==> src/rtl/alu_sequencer.sv <==
// Issue/write-back sequencer for the 8-bit ALU: 4x8 register file + {C,S,V,Z}.
// Optional macro ALU_SEQ_CMP_EN turns op D into CMP (status-only subtract).
module alu_sequencer #(
    parameter int         NUM_REGS     = 4,
    parameter logic [3:0] RESET_STATUS = 4'h0
) (
    input  logic       clk,
    input  logic       rst,
    input  logic       instr_valid,
    output logic       instr_ready,
    input  logic [7:0] instr_in,
    input  logic       host_wr_en,
    input  logic [1:0] host_wr_addr,
    input  logic [7:0] host_wr_data,
    input  logic [1:0] dbg_rd_addr,
    output logic [7:0] dbg_rd_data,
    output logic [7:0] alu_a_out,
    output logic [7:0] alu_b_out,
    output logic [3:0] alu_op_out,
    output logic [3:0] alu_status_out,
    input  logic [7:0] alu_result_in,
    input  logic [3:0] alu_status_in,
    output logic [3:0] status_out,
    output logic       done
);

    typedef enum logic {
        IDLE,
        ISSUE
    } state_t;

    state_t     state_q, state_d;
    logic [7:0] regs_q [NUM_REGS];
    logic [7:0] regs_d [NUM_REGS];
    logic [3:0] status_q, status_d;
    logic [7:0] a_q, a_d;
    logic [7:0] b_q, b_d;
    logic [3:0] op_q, op_d;
    logic [1:0] dst_q, dst_d;
    logic       wr_reg_q, wr_reg_d;
    logic       wr_stat_q, wr_stat_d;
    logic       done_q, done_d;

    logic [3:0] op_in;
    logic       op_wb;
    logic       op_cmp;

    assign op_in = instr_in[7:4];

    // Classify the incoming op: full write-back, status-only, or no-op.
    always_comb begin
        op_wb  = 1'b0;
        op_cmp = 1'b0;
        case (op_in)
            4'h0, 4'h1, 4'h4, 4'h5, 4'h6,
            4'h8, 4'h9, 4'hA, 4'hB, 4'hC: op_wb = 1'b1;
            default: op_wb = 1'b0;
        endcase
`ifdef ALU_SEQ_CMP_EN
        op_cmp = (op_in == 4'hD);
`else
        op_cmp = 1'b0;
`endif
    end

    // Next state: host loads first, so a same-cycle write-back overrides them.
    always_comb begin
        state_d   = state_q;
        regs_d    = regs_q;
        status_d  = status_q;
        a_d       = a_q;
        b_d       = b_q;
        op_d      = op_q;
        dst_d     = dst_q;
        wr_reg_d  = wr_reg_q;
        wr_stat_d = wr_stat_q;
        done_d    = 1'b0;

        if (host_wr_en) begin
            regs_d[host_wr_addr] = host_wr_data;
        end

        unique case (state_q)
            IDLE: begin
                if (instr_valid) begin
                    a_d       = regs_q[instr_in[3:2]];
                    b_d       = regs_q[instr_in[1:0]];
                    op_d      = op_in;
                    dst_d     = instr_in[3:2];
                    wr_reg_d  = op_wb;
                    wr_stat_d = op_wb | op_cmp;
                    if (op_cmp) begin
                        op_d = 4'h6;
                        b_d  = ~regs_q[instr_in[1:0]] + 8'd1;
                    end
                    state_d = ISSUE;
                end
            end
            ISSUE: begin
                if (wr_reg_q) begin
                    regs_d[dst_q] = alu_result_in;
                end
                if (wr_stat_q) begin
                    status_d = alu_status_in;
                end
                done_d  = 1'b1;
                state_d = IDLE;
            end
            default: state_d = IDLE;
        endcase
    end

    // State and datapath registers; reset aborts any instruction in flight.
    always_ff @(posedge clk or posedge rst) begin
        if (rst) begin
            state_q <= IDLE;
            for (int i = 0; i < NUM_REGS; i++) begin
                regs_q[i] <= 8'h00;
            end
            status_q  <= RESET_STATUS;
            a_q       <= 8'h00;
            b_q       <= 8'h00;
            op_q      <= 4'h0;
            dst_q     <= 2'd0;
            wr_reg_q  <= 1'b0;
            wr_stat_q <= 1'b0;
            done_q    <= 1'b0;
        end else begin
            state_q   <= state_d;
            regs_q    <= regs_d;
            status_q  <= status_d;
            a_q       <= a_d;
            b_q       <= b_d;
            op_q      <= op_d;
            dst_q     <= dst_d;
            wr_reg_q  <= wr_reg_d;
            wr_stat_q <= wr_stat_d;
            done_q    <= done_d;
        end
    end

    assign instr_ready    = (state_q == IDLE);
    assign dbg_rd_data    = regs_q[dbg_rd_addr];
    assign alu_a_out      = a_q;
    assign alu_b_out      = b_q;
    assign alu_op_out     = op_q;
    assign alu_status_out = status_q;
    assign status_out     = status_q;
    assign done           = done_q;

endmodule

==> config.mk <==
export PLATFORM = sky130hd
export DESIGN_NAME = alu_sequencer
export DESIGN_NICKNAME = d
export VERILOG_FILES = /design/src/rtl/alu_sequencer.sv
export SDC_FILE = /design/constraint.sdc
export NUM_CORES = 1
export LEC_CHECK = 0
export CORE_MARGIN = 2
export CORE_UTILIZATION = 40
export DETAILED_ROUTE_END_ITERATION = 6
export DONT_BUFFER_PORTS = 1
export PLACE_DENSITY_LB_ADDON = 0.05
export SLEW_MARGIN = 30
export SYNTH_ARGS = -nofsm -noshare
export SYNTH_HDL_FRONTEND = slang
export SYNTH_SLANG_ARGS = --single-unit
export TNS_END_PERCENT = 100
==> constraint.sdc <==
create_clock -name clk -period 2.7 [get_ports clk]
set_input_delay 0.54 -clock clk [delete_from_list [all_inputs] [get_ports clk]]
set_output_delay 0.54 -clock clk [all_outputs]
set_load 0.05 [all_outputs]
# Word level (Yosys, flattened, before mapping)
# Memories as Yosys holds them, arrays and structs flattened. A register that Yosys moved wholly into a read port is not among the register bits.
# Cells that the tools add are included.
# W data, S select, Z words.
dict set report word_totals {
  register_bits 60
  mem_bits_ro 16
  inputBits 36
  mem_count 1
}
# memory words width rd rd_ports_with_merged_regs write_ports line
set mem_list {}
lappend mem_list {{(no name shown)} 16 1 1 1 0 54} ;# case (op_in)
dict set report op_classes {
  magnitude_cmp 7
  mux 21
  n_bitwise 6
  reduce_logical 4
}
# operator n
set ops {}
lappend ops {{$mux W32} 3}
lappend ops {{$bwmux W32} 2}
lappend ops {{$mux W8} 8}
lappend ops {{$bmux W8 S2} 3}
lappend ops {{$demux W8 S2} 2}
lappend ops {{$ge A3 B3 Y1 const B} 5}
lappend ops {{$not A2 Y3} 5}
lappend ops {{$lt A3 B1 Y1 const B} 2}
lappend ops {{$reduce_and A2 Y1} 2}
lappend ops {{$logic_and A1 B1 Y1} 2}
lappend ops {{$mux W1} 2}
lappend ops {{$pmux W1 S2} 1}
lappend ops {{$not A1 Y1} 1}

# Logic depth before layout (Yosys ltp)
# Gate-level depths: netlist of run 1.
dict set report logic_depth {
  ltp_word 10
  depth_mapped 8
  ltp_nobuf 4
}

# Least setup slack after synthesis of run 1
# Ideal clock, no wire load.
dict set report synth_path {
  kind {input port to output port}
  startpoint {in dbg_rd_addr[0]}
  endpoint {out dbg_rd_data[0]}
  arrival_time_ns 1.457
  slack_ns 0.703
  stages 2
  path_buffers 1
  path_cell_list {buf_2 > mux4_2}
}
dict set report synth_via {
  elab_chain_len 4
}
# element line
set synth_lines {}
lappend synth_lines {{from (decl)} 15} ;# input logic [1:0] dbg_rd_addr,
lappend synth_lines {{$not A2 Y3 (implied by the code)} 143} ;# assign dbg_rd_data = regs_q[dbg_rd_addr];
lappend synth_lines {{$bmux W8 S2} 143}
lappend synth_lines {{$mux W8 (implied by the code) (2 in a row)} 143}
lappend synth_lines {{to (decl)} 16} ;# output logic [7:0] dbg_rd_data,
# Every way passes these cells. The select of a mux whose other input is x is not followed.

# Worst setup path in the final report of run 1
dict set report layout_path {
  startpoint {reg regs_q[13] (netlist name)}
  endpoint {out dbg_rd_data[5]}
}
dict set report layout_via {
  elab_chain_len 3
}
# element line
set layout_lines {}
lappend layout_lines {{from (decl)} 33} ;# logic [7:0] regs_q [NUM_REGS];
lappend layout_lines {{from (signal assigned)} 130} ;# regs_q <= regs_d;
lappend layout_lines {{$bmux W8 S2} 143}
lappend layout_lines {{$mux W8 (implied by the code) (2 in a row)} 143}
# Every way passes these cells. The select of a mux whose other input is x is not followed.

==> results.ini, run 1 <==
[timing]
rsz0062_at_grt=false
hold_violations=0
finalMaxSlewViolations=0
max_freq_mhz=502.8
min_period_ns=1.989
skew_ns=0.006140
finalSetupTns_ns=0
finalCritPeriodShare=0.7366
maxSlewHeadroom=0.4046
tightest_slew_ns=0.8930
hold-worst-slack_ns=0.1570
setup_viol=0

[clock_network]
clkTransAtPathRegs_ns=0.07
cts_buffer_depth=2
htreeDepth=3
cts-root-buf=clkbuf_8
cts_resized=0
clock-sinks=61
cts_tree=done
postCtsSetupBuffers=0
cts_made_buffers=9
worstSkewPairLatency_ns=0.33
postCtsHoldBufs=0

[global_routing]
grt_pass1_vias=2215
grt_usage=0.1975
grt_overflow=0
antenna_found_initial=0
grt_first_pass_wirelength_um=12990
grt_max_degree=37

[pwr]
leakage_nw=1.659
total_power_mw=3.300
max-vdd-ir-drop_v=0.0005021
p_per_area_nw_per_um2=952.3

[floorplan]
coreArea_um2=8093
die_h_um=94.81
die_x_um=94.81
start_util=0.4075
row_count=33
design.portCount=74
dieArea_um2=8988

[critical_path]
critPathTopFamily=multiplexers
crit_chain=mux4_2
rrSetupSlack_ns=0.96
cp_max_fo=4
crit_path_max_incr_delay_ns=0.66
cpMaxStageDelayCell=mux4_2
critPathBufInv=0
cp.required_ns=2.16
worstSetupPathType=reg -> out
end_kind=output port
startpoint_type=flop
cp.arrival_ns=1.45

[drt]
via_per_inst=5.691
drt-pass1-iter-count=4
num_vias=2225
ant_nets=0
first_iter_violations=98
drc=0
routed_wirelength_um=8295
wl_per_cell_um=21.21

[synthesis]
ys_types=28
synth-warning-count=0
ys_ff_latch=61
synth_top_cell_by_area=dfrtp_1
synth.avg_cell_area_um2=11.18
synth_area_leaders=dfrtp_1, mux2i_1, mux4_2
synth_top_area_frac=0.4628
synth_mux_area_frac=0.2625
synth_xor_area_frac=0
synth.cell_area_um2=3298
synth_compound_area_frac=0.1146
syn_nets=331
yosys.area_share.simple=0.1100
yosys.area_share.adder=0
synth_sequential_area_ratio=0.4628
synthCells=295
synth_top_family_by_area=multiplexers

[finish]
antennaDiodeCount=0
drive_above_1_share=0.1434
syn_to_final_growth_pct=5.083
final_cell_mix=mux2i_1, dfrtp_1, nand2_1
nNetsFinal=319
mostFrequentLayoutCell=mux2i_1

[place]
gp_congestion=0.7601
port_buffers=0
dp_hpwl_um=5825

[flow_run]
maxCapViolCount=0

[hold_path]
hp-class=in -> async

[run_status]
status=complete, no violations

metrics by stage:
step / util / cells / instance area (µm²) / worst slack, ns
2_1_floorplan: - / 295 / 3298 / 0.6470
3_3_place_gp: 0.4079 / 377 / 3301 / 0.9696
3_5_place_dp: 0.4079 / 377 / 3301 / 0.9457
4_1_cts: 0.4283 / 391 / 3466 / 0.7049
5_1_grt: 0.4283 / 391 / 3466 / 0.6774
6_report: 0.4283 / 391 / 3466 / 0.7111
cell usage after synthesis:
cell type,instances
a21oi_1,25
and4bb_2,1
buf_1,1
buf_2,11
buf_4,4
buf_6,4
clkbuf_1,4
clkinv_2,1
dfrtp_1,61
inv_1,3
mux2_2,4
mux2i_1,64
mux4_2,8
nand2_1,40
nand2_2,1
nand2_4,1
nand2b_1,2
nand2b_4,2
nand3_1,1
nand3b_1,2
nand4_1,1
nand4b_1,2
nor2_1,24
o21ai_0,9
o221ai_1,9
o221ai_2,8
o22a_1,1
or3b_1,1
metal layers:
metal / up-vias / track usage / part of all wire
met5: - / 0 / 0
met2: 65 / 0.2719 / 0.42
met3: 9 / 0.04629 / 0.056
li1: 1045 / - / -
met1: 1106 / 0.3004 / 0.51
met4: 0 / 0.06884 / 0.011
layout make-up:
type / instances / area (µm²)
clock buffer: 12 / 155.1
clock inverter: 2 / 10.01
fill: 804 / 4627
inverter: 4 / 16.27
multi-input combinational: 206 / 1607
sequential: 61 / 1526
tap: 105 / 131.4
timing repair buffer: 1 / 20.02
registers in the layout, summed over array words and instances, names as in the netlist:
name            flops
alu_a_out           8
alu_b_out           8
alu_op_out          4
alu_status_out      4
done                1
dst_q               2
regs_q             32
state_q             1
wr_stat_q           1
logic make-up after synthesis:
kind of cell | after synthesis
buffers and inverters | 28
AOI/OAI and AO/OA | 52
muxes | 76
DFF | 61
and+or+nand+nor | 78
where the power goes:
part	switching, mW	internal, mW
clock network	0.343	0.370
registers	0.683	1.15
logic	0.426	0.323
total	1.45	1.85
worst paths after layout:
kind / start / depth (start not counted) / to
worst max register to register: state_q$_DFF_PP0_ / 4 / alu_a_out[0]$_DFFE_PP0P_
min in group clk: instr_in[6] / 2 / alu_op_out[2]$_DFFE_PP0P_
max in group asynchronous: rst / 2 / regs_q[16]$_DFF_PP0_
worst min register to register: state_q$_DFF_PP0_ / 0 / done$_DFF_PP0_
worst min-delay path: rst / 1 / alu_b_out[2]$_DFFE_PP0P_
worst max-delay path: regs_q[13]$_DFF_PP0_ / 1 / dbg_rd_data[5]
Power figures use the tool's default switching activity.
==> run 2, diff against run 1 <==
Clock period 2.7 ns to 2.1 ns, I/O delays scaled along.
==> results.ini, run 2 (synthesis gave the netlist of run 1 again) <==
[timing]
maxSlewHeadroom=0.4039  ; -0.0007180
rsz0062_at_grt=false
max_freq_mhz=543.0
finalCritPeriodShare=0.8770
skew_ns=0.007286  ; +0.001146 ns
finalSetupTns_ns=0  ; unchanged
tightest_slew_ns=0.8941  ; +0.001077 ns
setup_viol=0  ; unchanged
min_period_ns=1.842
finalMaxSlewViolations=0  ; unchanged
hold_violations=0  ; unchanged

[clock_network]
cts_tree=done
worstSkewPairLatency_ns=0.33  ; about the same
clock-sinks=61  ; unchanged
htreeDepth=3  ; unchanged
postCtsSetupBuffers=0  ; unchanged
cts-root-buf=clkbuf_8
cts_made_buffers=9  ; unchanged
cts_buffer_depth=2  ; unchanged
clkTransAtPathRegs_ns=0.07  ; about the same

[global_routing]
grt_max_degree=56  ; +51%
grt_overflow=0  ; unchanged
antenna_found_initial=0  ; unchanged
use_met1=0.2879  ; -0.01252
use_met3=0.04868  ; +0.002394
grt_pass1_vias=2209  ; -0.27%
grt_first_pass_wirelength_um=12700  ; -2.2%
top_usage_layer=met1
grt_usage=0.1909  ; -0.006561
met2_usage=0.2671  ; -0.004728

[drt]
num_vias=2196  ; -1.3%
routed_wirelength_um=7997  ; -3.6%
wl_per_cell_um=20.14  ; -5.0%
ant_nets=0  ; unchanged
drc=0  ; unchanged
first_iter_violations=102  ; +4.1%
drt-pass1-iter-count=4  ; unchanged
via_per_inst=5.531  ; -2.8%

[pwr]
p_comb_frac=0.233  ; +0.006
max-vdd-ir-drop_v=0.0005802  ; +16%
intPower_mw=2.383  ; +29%
power_frac_seq=0.552  ; -0.005
leakage_nw=1.685  ; +1.5%
clock_power_share=0.216  ; about the same
p_per_area_nw_per_um2=1206  ; +27%
swShare=0.4375  ; -0.002487
p_switching_mw=1.854  ; +28%

[hold_path]
hp-class=in -> reg
min_from=instr_in[5]
min_path_cells=2

[floorplan]
design.portCount=74  ; unchanged
die_h_um=94.81  ; unchanged
start_util=0.4075  ; unchanged
dieArea_um2=8988  ; unchanged
die_x_um=94.81  ; unchanged
row_count=33  ; unchanged
coreArea_um2=8093  ; unchanged

[critical_path]
cp_max_fo=4  ; unchanged
cp.required_ns=1.68  ; -0.48 ns
crit_chain=mux4_2
critPathBufInv=0  ; unchanged
cp-startpoint=regs_q[4]$_DFF_PP0_
critPathTopFamily=multiplexers
crit_cells=1  ; unchanged
crit_path_max_incr_delay_ns=0.66  ; about the same
startpoint_type=flop
worstSetupPathType=reg -> out
cp.arrival_ns=1.42  ; -0.03 ns
reg2reg_depth=4  ; unchanged
cpMaxStageDelayCell=mux4_2
reg2reg_from=state_q$_DFF_PP0_
end_kind=output port

[finish]
antennaDiodeCount=0  ; unchanged
syn_to_final_growth_pct=6.525
top_register=regs_q
mostFrequentLayoutCell=mux2i_1
drive_above_1_share=0.1575  ; +0.01418
largest_register_ffs=32  ; unchanged
final_cell_mix=mux2i_1, dfrtp_1, nand2_1
nNetsFinal=325  ; +1.9%
stdcell_count=397  ; +1.5%

[place]
dpl.cell_count=382  ; +1.3%
port_buffers=0  ; unchanged
dp_hpwl_um=5693  ; -2.3%
gp_congestion=0.7302  ; -3.9%

[run_status]
status=complete, no violations

[flow_run]
maxCapViolCount=0  ; unchanged

run 2: cell types whose count changed in the layout (fill, tap and decap cells not counted), sizes merged:
cell / previous run / this run
buf: 1 / 6
dlygate4sd3: 0 / 1
run 2: stage by stage:
step | util | worst slack [ns] | cell area, µm² | power [mW] | hold WS (ns)
finish | 0.4341 | 0.2583 | 3513 | 4.237 | 0.1951
global route | 0.4341 | 0.2188 | 3513 | 4.469 | 0.1924
CTS | 0.4341 | 0.2469 | 3513 | 4.272 | 0.1847
detailed placement | 0.4125 | 0.4107 | 3338 | 3.353 | 0.2155
global placement | 0.4125 | 0.4661 | 3338 | 3.341 | 0.2138
floorplan | - | 0.1670 | 3298 | 3.149 | 0.3745
run 2: power groups by stage:
stage / sequential (mW) / clock (mW) / combinational (mW)
floorplan: 2.15 / 0 / 0.997
global placement: 2.35 / 0 / 0.989
detailed placement: 2.36 / 0 / 0.992
CTS: 2.34 / 0.935 / 0.999
global route: 2.39 / 0.995 / 1.08
finish: 2.34 / 0.914 / 0.986
run 2: layout make-up:
type | instances | area, µm²
fillers | 785 | 4579
multi-input cells | 206 | 1607
flip-flops and latches | 61 | 1526
clock buffers | 12 | 155.1
well taps | 105 | 131.4
repair buffers | 7 | 67.56
inverters | 4 | 16.27
clock inverters | 2 | 10.01
run 2: layer usage:
layer | part of all wire | up-vias
met4 | 0.010 | 0
li1 | - | 1059
met3 | 0.061 | 9
met2 | 0.43 | 55
met1 | 0.50 | 1073
met5 | 0 | -
run 2: worst paths after layout:
path / slack (ns) / to
max: 0.26 / dbg_rd_data[4]
min: 0.20 / alu_op_out[1]$_DFFE_PP0P_
max reg2reg: 0.43 / alu_a_out[6]$_DFFE_PP0P_
min reg2reg: 0.53 / done$_DFF_PP0_
max in group asynchronous: 1.12 / alu_a_out[7]$_DFFE_PP0P_
min in group asynchronous: 0.45 / alu_status_out[3]$_DFFE_PP0P_
run 2: repair_timing:
action	4_1_cts	5_1_grt
resized for setup	0	0
hold endpoints to repair	6	0
hold buffers	1	0
==> run 3, diff against run 2 <==
Settings changed: ABC_CLOCK_PERIOD_IN_PS set to 2100, PLACE_DENSITY set to 0.61, PLACE_DENSITY_LB_ADDON 0.05 to not set.
==> results.ini, run 3 (synthesis gave the netlist of run 1 again) <==
[critical_path]
crit_chain=mux4_2
end_kind=output port
cp.arrival_ns=1.42  ; about the same
crit_path_max_incr_delay_ns=0.66  ; about the same
cp_max_fo=4  ; unchanged
startpoint_type=flop
critPathBufInv=0  ; unchanged
critPathTopFamily=multiplexers
cp.required_ns=1.68  ; about the same
cpMaxStageDelayCell=mux4_2
worstSetupPathType=reg -> out

[finish]
top_register=regs_q
drive_above_1_share=0.1581  ; +0.0005414
final_util=0.4385  ; +0.004329
largest_register_ffs=32  ; unchanged
fin_area_um2=3548  ; +1.0%
antennaDiodeCount=0  ; unchanged
syn_to_final_growth_pct=7.587
mostFrequentLayoutCell=mux2i_1
fillerInstances=787  ; +0.25%
nNetsFinal=322  ; -0.92%
stdcell_count=396  ; -0.25%
final_cell_mix=mux2i_1, dfrtp_1, nand2_1

[timing]
max_freq_mhz=543.0  ; about the same
finalMaxSlewViolations=0  ; unchanged
maxSlewHeadroom=0.4037  ; about the same
finalSetupTns_ns=0  ; unchanged
skew_ns=0.009755  ; +0.002469 ns
rsz0062_at_grt=false
hold-worst-slack_ns=0.02664  ; -0.1685 ns
finalCritPeriodShare=0.8769  ; about the same
tightest_slew_ns=0.8945  ; +0.0003574 ns
min_period_ns=1.842  ; -0.0001400 ns
setup_viol=0  ; unchanged
hold_violations=0  ; unchanged

[pwr]
power_frac_seq=0.519  ; -0.033
max-vdd-ir-drop_v=0.0004666  ; -20%
p_switching_mw=1.860  ; +0.33%
leakage_nw=1.700  ; +0.92%
clock_power_share=0.262  ; +0.046
p_comb_frac=0.220  ; -0.013
intPower_mw=2.634  ; +11%
swShare=0.4139  ; -0.02362
p_per_area_nw_per_um2=1266  ; +5.0%

[floorplan]
die_x_um=94.81  ; unchanged
row_count=33  ; unchanged
start_util=0.4075  ; unchanged
dieArea_um2=8988  ; unchanged
coreArea_um2=8093  ; unchanged
die_h_um=94.81  ; unchanged
design.portCount=74  ; unchanged

[drt]
wl_per_cell_um=19.54  ; -3.0%
ant_nets=0  ; unchanged
drt-pass1-iter-count=4  ; unchanged
routed_wirelength_um=7737  ; -3.3%
first_iter_violations=133  ; +30%
num_vias=2216  ; +0.91%
via_per_inst=5.596  ; +1.2%
drc=0  ; unchanged

[clock_network]
clkTransAtPathRegs_ns=0.07  ; about the same
cts-root-buf=clkbuf_8
clock-sinks=61  ; unchanged
cts_made_buffers=9  ; unchanged
postCtsSetupBuffers=0  ; unchanged
worstSkewPairLatency_ns=0.33  ; about the same
htreeDepth=3  ; unchanged
postCtsHoldBufs=0  ; -1
cts_resized=0  ; unchanged
cts_buffer_depth=2  ; unchanged
cts_tree=done

[place]
gp_congestion=0.8020  ; +9.8%
placed_cell_area_um2=3323  ; -0.45%
dp_hpwl_um=5549  ; -2.5%
port_buffers=0  ; unchanged
dpl.cell_count=380  ; -0.52%

[flow_run]
maxCapViolCount=0  ; unchanged

[hold_path]
hp-class=in -> async

[global_routing]
antenna_found_initial=0  ; unchanged
grt_pass1_vias=2103  ; -4.8%
grt_usage=0.1801  ; -0.01078
grt_overflow=0  ; unchanged
grt_first_pass_wirelength_um=12100  ; -4.7%
grt_max_degree=62  ; +11%

[run_status]
status=complete, no violations

-- run 3: layout make-up --
type                            count  area [µm²]  share of cell area
Multi-Input combinational cell    206        1607              0.4528
Sequential cell                    61        1526              0.4302
Clock buffer                       12       155.1             0.04372
Tap cell                          105       131.4             0.03702
Clock inverter                      4       70.07             0.01975
Timing Repair Buffer                4       42.54             0.01199
Inverter                            4       16.27            0.004584
-- run 3: per-stage QoR --
stage / setup slack, ns / power [mW]
final: 0.2584 / 4.494
after global routing: 0.2312 / 4.705
after global placement: 0.5123 / 3.316
after detailed placement: 0.4262 / 3.341
after floorplan: 0.1670 / 3.149
after CTS: 0.2566 / 4.519
-- run 3: worst paths after layout --
check | depth (start not counted) | start | endpoint | slack, ns
hold reg to reg | 0 | state_q$_DFF_PP0_ | done$_DFF_PP0_ | 0.54
setup / recovery | 1 | regs_q[6]$_DFF_PP0_ | dbg_rd_data[6] | 0.26
setup reg to reg | 4 | state_q$_DFF_PP0_ | alu_a_out[7]$_DFFE_PP0P_ | 0.41
hold / removal | 2 | rst | alu_status_out[3]$_DFFE_PP0P_ | 0.03
min in group clk | 2 | instr_in[6] | alu_op_out[2]$_DFFE_PP0P_ | 0.19
max in group asynchronous | 2 | rst | regs_q[16]$_DFF_PP0_ | 1.80
-- run 3: power by group through the flow --
stage	Combinational, mW	Sequential, mW	Clock [mW]
3_5_place_dp	0.986	2.35	0
2_1_floorplan	0.997	2.15	0
3_3_place_gp	0.974	2.34	0
5_1_grt	1.07	2.38	1.25
4_1_cts	0.992	2.33	1.20
6_report	0.987	2.33	1.18
-- run 3: routing by layer --
layer | track usage | up-vias | routed length, µm
met5 | 0 | - | 0
met4 | 0.06522 | 0 | 120
met3 | 0.05028 | 7 | 632
met2 | 0.2541 | 72 | 3438
met1 | 0.2634 | 1088 | 3545
li1 | - | 1049 | -
==> patch 1 (settings of run 1) <==
`NUM_REGS`: 4 -> 2.
--- a/src/rtl/alu_sequencer.sv
+++ b/src/rtl/alu_sequencer.sv
@@ -3,3 +3,3 @@
 module alu_sequencer #(
-    parameter int         NUM_REGS     = 4,
+    parameter int         NUM_REGS     = 2,
     parameter logic [3:0] RESET_STATUS = 4'h0
Check against the original RTL: not equivalent (Yosys sat finds a counterexample within 4 cycles, from zero or initial values and one cycle with rst high).
==> patch 1 against run 1 <==
Critical path depth shrank 1; synthesized area is 35% lower; power down 29%; synthesized cell count decreased by 26%; sequential cell count down 16; via count decreased by 33%; cell area decreased by 35%; worst setup slack better by 0.21 ns; global-route usage down 3.5 points; routed wire length fell by 43%.
==> patch 1: results (changes against run 1) <==
outcome=completed; Iter 0 DRT Violations=79 (-19%); Worst Path Max Fanout=3 (-1); Skew-Pair Late Insertion Delay=0.30 ns (-0.03 ns); Seq. pwr=1.36 mW (-26%); Post-synth top cells=nand2_1, dfrtp_1; Seq/Total Area, Yosys=52.6% (+6.3 points); share of layout cells above drive strength 1=12.3% (-2.0 points); max reg flops=16 (-50%); Routed WL per cell=16.9 um (-20%); H-tree level count=2 (-1); Max IR drop VDD=0.341 mV (-32%); wl on met1=2040 um (-52%); Die W=77.2 um (-19%); Cells after Synth=219 (-26%); Power per Cell Area=1040 nW/um^2 (+9.6%); first-pass GRT wire length=7450 um (-43%); met2 GRT Util=23.4% (-3.8 points); met3 wire length=558 um (+20%); CTS Buf Count=5 (-4); Synth area leaders=dfrtp_1, nand2_1, mux2i_1; met2 wire length=2040 um (-42%); largest net degree at the start of global routing=46 (+24%); Vias/cell=5.32 (-6.5%); RD Place Congestion=0.765 (+0.58%)
-- patch 1: kinds of logic after synthesis --
group	share of synthesized area, %
AND/OR/NAND/NOR	18.6
flip-flops	52.6
AO/OA/AOI/OAI	9.06
multiplexers	14.3
buffers and inverters	5.38
-- patch 1: final timing paths --
| path | startpoint | endpoint | slack, ns |
|---|---|---|---|
| worst min-delay path | rst | alu_b_out[1] | 0.23 |
| worst max-delay path | alu_status_out[2] | status_out[2] | 0.92 |
| min in group clk | instr_in[5] | alu_op_out[1] | 0.34 |
| worst min register to register | dst_q[1] | dst_q[1] | 0.49 |
| worst max register to register | dst_q[0] | regs_q[15] | 1.11 |
| max in group asynchronous | rst | alu_a_out[5] | 2.00 |
-- patch 1: area by class of cell --
cell class	instances	area, um^2
clock buffer	6	82.6
clock inverter	2	37.5
fill	544	2890
inverter	3	12.5
multi-input combinational	155	900
sequential	45	1130
tap	70	87.6
==> patch 2 (config.mk and constraints of run 1) <==
Made on the original files. Make the reset (`rst`) synchronous in one clocked block.
--- a/src/rtl/alu_sequencer.sv
+++ b/src/rtl/alu_sequencer.sv
@@ -113,3 +113,3 @@
     // State and datapath registers; reset aborts any instruction in flight.
-    always_ff @(posedge clk or posedge rst) begin
+    always_ff @(posedge clk) begin
         if (rst) begin
Behaviour: differs if rst is asserted again (counterexample within 4 cycles, from zero or initial values and one cycle with rst high); with rst held inactive, the same outputs for 4 cycles.
==> patch 2 against run 1 <==
Critical endpoint is now instr_ready; critical path type unchanged; worst setup slack better by 0.094 ns; via count grew 2.4%; cell area down 3.8%; final cell count up 2.6%; synthesized area shrank 5.5%; non-clock buffer count rose by 2; sequential cell count is the same; routed wire length is 0.14% higher.
Power is not compared: it rests on default switching activity, and its combinational part moved more than twofold at a synthesized area within 25%.
==> patch 2: results (changes against run 1) <==
Synth area leaders=dfxtp_1, mux4_2, mux2i_1; Synth async-reset ratio=0% (-100 points); outcome=completed; WL final=8310 um (+0.14%); via count=2278 (+2.4%); worst min-delay path category=input port to flop; Seq/Total Area, Yosys=39.2% (-7.1 points); register name with the most flops=regs_q; Worst Path Max Fanout=12 (+8); fin nets=330 (+3.4%); CP delay by family, top=flip-flops; max reg flops=32 (unchanged); Synth Flop Type=dfxtp_1; initial antenna violation count=0 (unchanged); CP max stage cell=dfxtp_1; syn_nets=348 (+5.1%); Yosys Warn Count=0 (unchanged); Post-DP HPWL=5320 um (-8.7%); first-pass GRT wire length=13300 um (+2.1%); Worst EP arrival=1.35 ns (-0.10 ns); largest net degree at the start of global routing=62 (+68%); Post-synth top cells=dfxtp_1, nand2_1, nor2_1, a211oi_1, mux2i_1; Slew @ Worst Pin=0.967 ns (+0.0736 ns); vias in the first global route=2361 (+6.6%); filler cell count=753 (-6.3%); Total Routing Usage GR=20.8% (+1.0 points); RD Place Congestion=0.771 (+1.4%); crit-path max cell delay=0.64 ns (-0.02 ns); clock skew=0.0113 ns (+0.00521 ns); internal power=1.66 mW; Netlist cell types=24 (-14%); number of diodes=0 (unchanged); share of layout cells above drive strength 1=15.7% (+1.4 points); Iter 0 DRT Violations=144 (+47%)
==> patch 2: stage by stage <==
stage	total power, mW	worst slack, ns	utilization, %	std cells	instance area (um^2)
final	2.21	0.805	43.6	401	3330
after CTS	2.24	0.776	43.6	401	3330
after floorplan	1.21	0.703	-	312	3120
after global placement	1.21	0.967	40.3	385	3090
after global routing	2.30	0.662	43.6	401	3330
after detailed placement	1.21	0.967	40.3	385	3090
==> patch 2: power groups by stage <==
stage | Sequential, mW | Combinational (mW) | Clock [mW]
2_1_floorplan | 1.01 | 0.199 | 0
3_3_place_gp | 1.04 | 0.175 | 0
3_5_place_dp | 1.04 | 0.177 | 0
4_1_cts | 1.02 | 0.178 | 1.04
5_1_grt | 1.02 | 0.191 | 1.08
6_report | 1.02 | 0.177 | 1.02
==> patch 2: path summary, 6_finish.rpt <==
kind,from,end,slack [ns],depth (start not counted)
setup reg to reg,state_q,regs_q[8],1.02,2
setup / recovery,state_q,instr_ready,0.81,1
hold / removal,rst,alu_op_out[2],0.25,1
hold reg to reg,dst_q[0],dst_q[0],0.54,2
==> patch 2: cell type report <==
| type | instances | share of cell area [%] |
|---|---|---|
| Clock buffer | 10 | 4.13 |
| Tap cell | 102 | 3.83 |
| Multi-Input combinational cell | 216 | 51.1 |
| Clock inverter | 6 | 3.30 |
| Sequential cell | 61 | 36.6 |
| Inverter | 3 | 0.338 |
| Timing Repair Buffer | 3 | 0.676 |
==> patch 2: layer usage <==
layer  global-route usage [%]  wire, um
met1                     29.2      4010
met2                     30.1      3610
met3                     6.02       584
met4                     8.33       111
met5                        0         0
==> patch 2: logic make-up after synthesis <==
| kind of cell | after synthesis | share of synthesized area [%] |
|---|---|---|
| compound gates | 62 | 12.7 |
| buf+inv | 35 | 6.22 |
| flops | 61 | 39.2 |
| mux | 56 | 27.6 |
| simple gates | 98 | 14.3 |
